==> src/rtl/sat_pkg.sv <==
// Literal encoding, literal enum and scan FSM state type shared by the clause scan engine.
package sat_pkg;

    localparam int          LIT_W          = 2;
    localparam logic [1:0]  ENC_UNASSIGNED = 2'b00;
    localparam logic [1:0]  ENC_TRUE       = 2'b01;
    localparam logic [1:0]  ENC_FALSE      = 2'b10;

    typedef enum logic [1:0] {
        UNASSIGNED = ENC_UNASSIGNED,
        TRUE       = ENC_TRUE,
        FALSE      = ENC_FALSE
    } lit_t;

    typedef enum logic [1:0] {
        IDLE,
        SCAN,
        DRAIN,
        DONE
    } scan_state_t;

    // 2'b11 is not a legal code and is read as UNASSIGNED.
    function automatic lit_t decode_lit(input logic [LIT_W-1:0] raw);
        case (raw)
            ENC_TRUE:  return TRUE;
            ENC_FALSE: return FALSE;
            default:   return UNASSIGNED;
        endcase
    endfunction

endpackage

==> src/rtl/clause_lane_eval.sv <==
// Combinational classifier for one clause: satisfied, conflicting (all FALSE) or unit
// (exactly one UNASSIGNED literal, all others FALSE).
module clause_lane_eval
    import sat_pkg::*;
#(
    parameter int NUM_VARS = 3
) (
    input  logic [NUM_VARS*LIT_W-1:0] clause_i,
    output logic                      sat_o,
    output logic                      conflict_o,
    output logic                      unit_o
);

    localparam int CNT_W = $clog2(NUM_VARS + 1);

    logic [CNT_W-1:0] n_true;
    logic [CNT_W-1:0] n_false;

    always_comb begin
        n_true  = '0;
        n_false = '0;
        for (int v = 0; v < NUM_VARS; v++) begin
            case (decode_lit(clause_i[v*LIT_W +: LIT_W]))
                TRUE:    n_true  = n_true + CNT_W'(1);
                FALSE:   n_false = n_false + CNT_W'(1);
                default: ;
            endcase
        end
    end

    assign sat_o      = (n_true != '0);
    assign conflict_o = (n_false == CNT_W'(NUM_VARS));
    assign unit_o     = (n_true == '0) && (n_false == CNT_W'(NUM_VARS - 1));

endmodule

==> src/rtl/clause_scan_engine.sv <==
// Streams clause chunks from memory, LANES clauses per cycle, and reports conflict/unit/all-sat.
// Optional build macro CLAUSE_SCAN_EARLY_EXIT_EN ends the pass on the first conflicting chunk.
module clause_scan_engine
    import sat_pkg::*;
#(
    parameter  int NUM_CLAUSES         = 64,
    parameter  int NUM_VARS_PER_CLAUSE = 3,
    parameter  int LANES               = 4,
    localparam int C                   = NUM_CLAUSES / LANES,
    localparam int IDX_W               = (NUM_CLAUSES > 1) ? $clog2(NUM_CLAUSES) : 1,
    localparam int CHUNK_W             = (C > 1) ? $clog2(C) : 1,
    localparam int CLAUSE_W            = NUM_VARS_PER_CLAUSE * LIT_W
) (
    input  logic                        clk,
    input  logic                        rst_n,
    input  logic                        start,
    output logic                        rd_en,
    output logic [CHUNK_W-1:0]          rd_addr,
    input  logic [LANES*CLAUSE_W-1:0]   rd_data,
    output logic                        busy,
    output logic                        done,
    output logic                        unsatisfied,
    output logic [IDX_W-1:0]            conflict_idx,
    output logic                        unit_found,
    output logic [IDX_W-1:0]            unit_idx,
    output logic                        all_sat
);

    localparam logic [CHUNK_W-1:0] LAST_CHUNK = CHUNK_W'(C - 1);

    scan_state_t          state_q, state_d;
    logic [CHUNK_W-1:0]   rd_addr_q;
    logic                 vld_p1_q;
    logic [CHUNK_W-1:0]   chunk_p1_q;
    logic                 unsat_q, unit_q, all_sat_q;
    logic [IDX_W-1:0]     conflict_idx_q, unit_idx_q;

    logic [LANES-1:0]     lane_sat, lane_conf, lane_unit;
    logic                 any_conf, any_unit;
    logic [IDX_W-1:0]     conf_idx_c, unit_idx_c;
    logic                 accept, early_stop;

    function automatic logic [IDX_W-1:0] clause_index(input logic [CHUNK_W-1:0] chunk,
                                                      input int lane);
        return IDX_W'(chunk) * IDX_W'(LANES) + IDX_W'(lane);
    endfunction

    assign accept = (state_q == IDLE) && start;

    // ---- stage p1: chunk data returned by memory, evaluated lane by lane ----
    for (genvar l = 0; l < LANES; l++) begin : g_lane
        clause_lane_eval #(
            .NUM_VARS (NUM_VARS_PER_CLAUSE)
        ) u_lane (
            .clause_i   (rd_data[l*CLAUSE_W +: CLAUSE_W]),
            .sat_o      (lane_sat[l]),
            .conflict_o (lane_conf[l]),
            .unit_o     (lane_unit[l])
        );
    end

    // Descending loop so the lowest lane is the last writer and wins.
    always_comb begin
        any_conf   = 1'b0;
        any_unit   = 1'b0;
        conf_idx_c = '0;
        unit_idx_c = '0;
        for (int l = LANES - 1; l >= 0; l--) begin
            if (lane_conf[l]) begin
                any_conf   = 1'b1;
                conf_idx_c = clause_index(chunk_p1_q, l);
            end
            if (lane_unit[l]) begin
                any_unit   = 1'b1;
                unit_idx_c = clause_index(chunk_p1_q, l);
            end
        end
    end

`ifdef CLAUSE_SCAN_EARLY_EXIT_EN
    assign early_stop = vld_p1_q && any_conf;
`else
    assign early_stop = 1'b0;
`endif

    always_comb begin
        state_d = state_q;
        case (state_q)
            IDLE:    if (start) state_d = SCAN;
            SCAN:    if (early_stop) state_d = DONE;
                     else if (rd_addr_q == LAST_CHUNK) state_d = DRAIN;
            DRAIN:   state_d = DONE;
            DONE:    state_d = IDLE;
            default: state_d = IDLE;
        endcase
    end

    // ---- stage p0: issue chunk reads ----
    assign rd_en   = (state_q == SCAN) && !early_stop;
    assign rd_addr = rd_addr_q;
    assign busy    = (state_q != IDLE);
    assign done    = (state_q == DONE);

    always_ff @(posedge clk or negedge rst_n) begin
        if (!rst_n) begin
            state_q   <= IDLE;
            rd_addr_q <= '0;
            vld_p1_q  <= 1'b0;
        end else begin
            state_q  <= state_d;
            vld_p1_q <= rd_en;
            if (accept) rd_addr_q <= '0;
            else if (rd_en) rd_addr_q <= rd_addr_q + CHUNK_W'(1);
        end
    end

    always_ff @(posedge clk) begin
        chunk_p1_q <= rd_addr_q;
    end

    // ---- stage p2: sticky result registers ----
    always_ff @(posedge clk or negedge rst_n) begin
        if (!rst_n) begin
            unsat_q        <= 1'b0;
            unit_q         <= 1'b0;
            all_sat_q      <= 1'b0;
            conflict_idx_q <= '0;
            unit_idx_q     <= '0;
        end else if (accept) begin
            unsat_q        <= 1'b0;
            unit_q         <= 1'b0;
            all_sat_q      <= 1'b1;
            conflict_idx_q <= '0;
            unit_idx_q     <= '0;
        end else if (vld_p1_q) begin
            if (any_conf && !unsat_q) begin
                unsat_q        <= 1'b1;
                conflict_idx_q <= conf_idx_c;
            end
            if (any_unit && !unit_q) begin
                unit_q     <= 1'b1;
                unit_idx_q <= unit_idx_c;
            end
            if (!(&lane_sat)) all_sat_q <= 1'b0;
        end
    end

    assign unsatisfied  = unsat_q;
    assign conflict_idx = conflict_idx_q;
    assign unit_found   = unit_q;
    assign unit_idx     = unit_idx_q;
    assign all_sat      = all_sat_q;

endmodule

==> config.mk <==
export PLATFORM = sky130hd
export DESIGN_NAME = clause_scan_engine
export DESIGN_NICKNAME = d
export VERILOG_FILES = /design/src/rtl/sat_pkg.sv /design/src/rtl/clause_lane_eval.sv /design/src/rtl/clause_scan_engine.sv
export SDC_FILE = /design/constraint.sdc
export NUM_CORES = 1
export LEC_CHECK = 0
export CAP_MARGIN = 25
export CORE_ASPECT_RATIO = 2
export CORE_MARGIN = 4
export CORE_UTILIZATION = 45
export CTS_CLUSTER_DIAMETER = 60
export DETAILED_ROUTE_END_ITERATION = 16
export GPL_ROUTABILITY_DRIVEN = 0
export PLACE_DENSITY = 0.85
export SLEW_MARGIN = 15
export SYNTH_ARGS = -nofsm -noshare
export SYNTH_HDL_FRONTEND = slang
export SYNTH_SLANG_ARGS = --single-unit
==> constraint.sdc <==
create_clock -name clk -period 1.8 [get_ports clk]
set_clock_uncertainty 0.15 [all_clocks]
set_input_delay 0.45 -clock clk [delete_from_list [all_inputs] [get_ports clk]]
set_output_delay 0.45 -clock clk [all_outputs]
set_load 0.05 [all_outputs]
==> implementation parameters <==
Parameter                              Value

Clock tree
  TritonCTS clock tree ... done
  Number of clock sinks seen by CTS ... 26
  Maximum clock insertion buffer count ... 2
  Cell at the root of the clock tree ... sky130_fd_sc_hd__clkbuf_8
  Count of H-tree levels built during CTS ... 1
  Clock network latency to the later pin of the worst-skew pair ... 270 ps
  Hold buffer count at CTS ... 0
  CTS buffer count ... 3
  Clock-pin transition on the worst setup and hold timing paths ... 90 ps

Pwr
  Power density over the cells ... 1056 nW/um^2
  Total chip power ... 3.793 mW
  Leakage power of the design ... 1.629 nW
  Max IR drop VDD ... 1.156 mV

Synthesis
  Number of synthesized flops with an enable pin ... 0
  Post-synth top area cell ... sky130_fd_sc_hd__dfrtp_1
  Post-Syn Instances ... 201
  Synth Net Count ... 250
  Share of synthesized area occupied by flip-flops and latches ... 34.08%
  Cell with the most instances after synthesis ... sky130_fd_sc_hd__inv_1
  Fraction of synthesis flops using an asynchronous set or reset pin ... 84.62%
  Largest cells by area after synthesis ... sky130_fd_sc_hd__dfrtp_1, sky130_fd_sc_hd__ha_1, sky130_fd_sc_hd__inv_1, sky130_fd_sc_hd__nand2b_1, sky130_fd_sc_hd__dfxtp_1
  Primary FF master, synth ... sky130_fd_sc_hd__dfrtp_1
  Synth cell count leaders ... sky130_fd_sc_hd__inv_1, sky130_fd_sc_hd__dfrtp_1, sky130_fd_sc_hd__ha_1
  Register bit total from synthesis ... 26
  Cell area after synthesis ... 1851 um^2
  Warnings, synthesis ... 0
  Synthesized area per cell ... 9.207 um^2
  Top cell type's share of synthesized area ... 29.75%
  Unique masters post-synth ... 45

Critical path
  Combined buffer and inverter count along the critical path ... 2
  Required @ worst endpoint ... 1850 ps
  Cell Chain, Critical Path ... buf_6, nor2b_4, buf_6, ha_4, nor4bb_4, a31oi_2, o2bb2a_4, a211o_4, o22ai_2
  Crit path launch type ... input pin
  Top cell family by delay on the critical path ... compound AO/OA/AOI/OAI gates
  Data arrival, critical path ... 2260 ps
  Largest fanout on the critical path ... 7
  Worst path most repeated cell ... sky130_fd_sc_hd__buf_6
  Crit path max-delay cell type ... sky130_fd_sc_hd__a211o_4
  CP Capture Type ... register
  Peak per-stage delay on the critical path ... 400 ps
  Setup Crit Path Kind ... in -> reg

Timing
  Worst rel slew slack ... 70.97%
  Slack of the critical path ... -419.0 ps
  Final-report setup violation count ... 16
  Unrepaired setup endpoints after global routing ... yes
  Slew at the pin closest to its max-slew limit ... 433.9 ps
  Final Max Tran Viols ... 0
  Post-route setup TNS ... -4993 ps
  Final critical-path required period ... 2219 ps
  Final Hold Vio Count ... 0
  Maximum clock frequency ... 0.4507 GHz
  Period Utilization, post-route ... 123.3%

Floorplan
  Number of primary I/O pins ... 49
  Initial core utilization ... 47.16%
  Die area ... 5265 um^2
  Placeable Area ... 3924 um^2
  Site Rows ... 32
  X dimension of the die ... 53.35 um
  Vert. Die Dim ... 98.69 um

Final layout
  Area growth from synthesis to layout ... 94.19%
  Fraction of layout cells with a size suffix above 1 ... 58.59%
  Number of nets in the finished design ... 347
  Fill cells ... 138
  Number of antenna repair diodes ... 0

Status
  Outcome ... complete, but fails checks
  Failing checks ... negative setup slack

Place
  Detailed-placement wirelength estimate ... 3863 um
  Count of buffers inserted at the top-level ports ... 48

Drt
  DRC errors left ... 0
  Drt initial violations ... 87
  Detailed-route vias per instance ... 6.000
  Vias after detailed routing ... 2088
  Average wire per cell in the routed design ... 23.68 um
  WL final ... 8241 um
  Residual antenna-violating net count after detailed routing ... 0
  First-pass DRT Iterations ... 4

GRT
  Initial antenna violation count ... 0
  GR Util All Layers ... 29.30%
  Via count of the first global-routing pass ... 2304
  Global route overflow ... 0
  Largest net degree at the start of global routing ... 23
  Wire length of the first global-routing pass ... 11370 um

Job
  Max Cap Viol ... 0

Worst hold path
  Type of the worst min-delay path ... reg -> reg
state kept, by name, indices dropped and copies added (netlist names):
register	cells
state_q	2
chunk_p1_q	4
all_sat	1
rd_addr	4
vld_p1_q	1
unit_idx	6
unsatisfied	1
unit_found	1
conflict_idx	6
metrics by stage:
stage	hold WS [ps]	setup WS, ps	cell area, um^2	utilization (%)	cells
global placement	307.5	-947.3	2813	71.68	322
global route	358.1	-453.1	3593	91.58	348
detailed placement	313.7	-1053	2813	71.68	322
finish	335.9	-419.0	3593	91.58	348
CTS	324.7	-302.7	3490	88.93	346
floorplan	4.409	-379.0	1883	-	201
per-layer routing:
| metal | GRT usage (%) | part of all wire, % | vias to the layer above |
|---|---|---|---|
| li1 | - | - | 895 |
| met1 | 27.61 | 31 | 1005 |
| met2 | 53.64 | 55 | 125 |
| met3 | 4.387 | 5.1 | 63 |
| met4 | 19.69 | 9.1 | 0 |
| met5 | 0 | 0 | - |
power by group:
group	internal (mW)	switching, mW	total, mW
combinational	1.12	1.29	2.41
sequential	0.763	0.233	0.996
clock	0.196	0.188	0.384
total	2.08	1.71	3.79
what timing repair did:
| item | 4_1_cts | 5_1_grt |
|---|---|---|
| pin swaps | 34 | 18 |
| setup buffers | 20 | 7 |
| endpoints found under the setup margin | 17 | 17 |
| cloned | 1 | 0 |
| resized for setup | 168 | 24 |
final timing paths:
path | start | to | slack, ps | cells after the start
min | chunk_p1_q[1]$_DFF_P_ | conflict_idx[3]$_DFFE_PN0P_ | 340 | 2
max reg2reg | unsatisfied$_DFFE_PN0P_ | conflict_idx[4]$_DFFE_PN0P_ | 170 | 5
min reg2reg | chunk_p1_q[1]$_DFF_P_ | conflict_idx[3]$_DFFE_PN0P_ | 340 | 2
max in group asynchronous | rst_n | vld_p1_q$_DFF_PN0_ | 910 | 2
min in group asynchronous | rst_n | conflict_idx[2]$_DFFE_PN0P_ | 370 | 2
max | rd_data[7] | unit_idx[0]$_DFFE_PN0P_ | -420 | 9
area by class of cell:
type	count	area (um^2)	area share [%]
clock buffers	4	55.05	1.532
inverters	27	101.3	2.820
multi-input cells	145	1667	46.38
flip-flops and latches	26	630.6	17.55
well taps	51	63.81	1.776
repair buffers	95	1076	29.94
cell families (layout without fill, tap and decap cells):
group                    count (synthesis)  in the layout  share of synthesized area [%]
AO/OA/AOI/OAI                           39             39                          16.50
XOR/XNOR                                 3              3                          1.420
adder cells (fa/ha/maj)                 22             22                          14.87
buffers and inverters                   30            126                          6.694
flip-flops                              26             26                          34.08
multiplexers                             1              1                         0.5409
AND/OR/NAND/NOR                         80             80                          25.90
worst reg2reg max path, cell delays in order (launching register included):
cell and delay [ps]:
sky130_fd_sc_hd__dfrtp_1 460, sky130_fd_sc_hd__or2b_1 290, sky130_fd_sc_hd__a41oi_4 290, sky130_fd_sc_hd__buf_6 190, sky130_fd_sc_hd__nand3_2 100, sky130_fd_sc_hd__o21ai_2 90
cells in the final DEF (no fill, tap or decap), types with 8 or more instances in the layout:
master                          count
sky130_fd_sc_hd__buf_12            22
sky130_fd_sc_hd__buf_4             33
sky130_fd_sc_hd__buf_6             22
sky130_fd_sc_hd__dfrtp_1           22
sky130_fd_sc_hd__dlygate4sd2_1      8
sky130_fd_sc_hd__ha_4              12
sky130_fd_sc_hd__inv_1             18
sky130_fd_sc_hd__inv_2              9
sky130_fd_sc_hd__nand2_1           19
sky130_fd_sc_hd__nand2b_4          12
No activity file was read; power rests on OpenSTA's default activity.
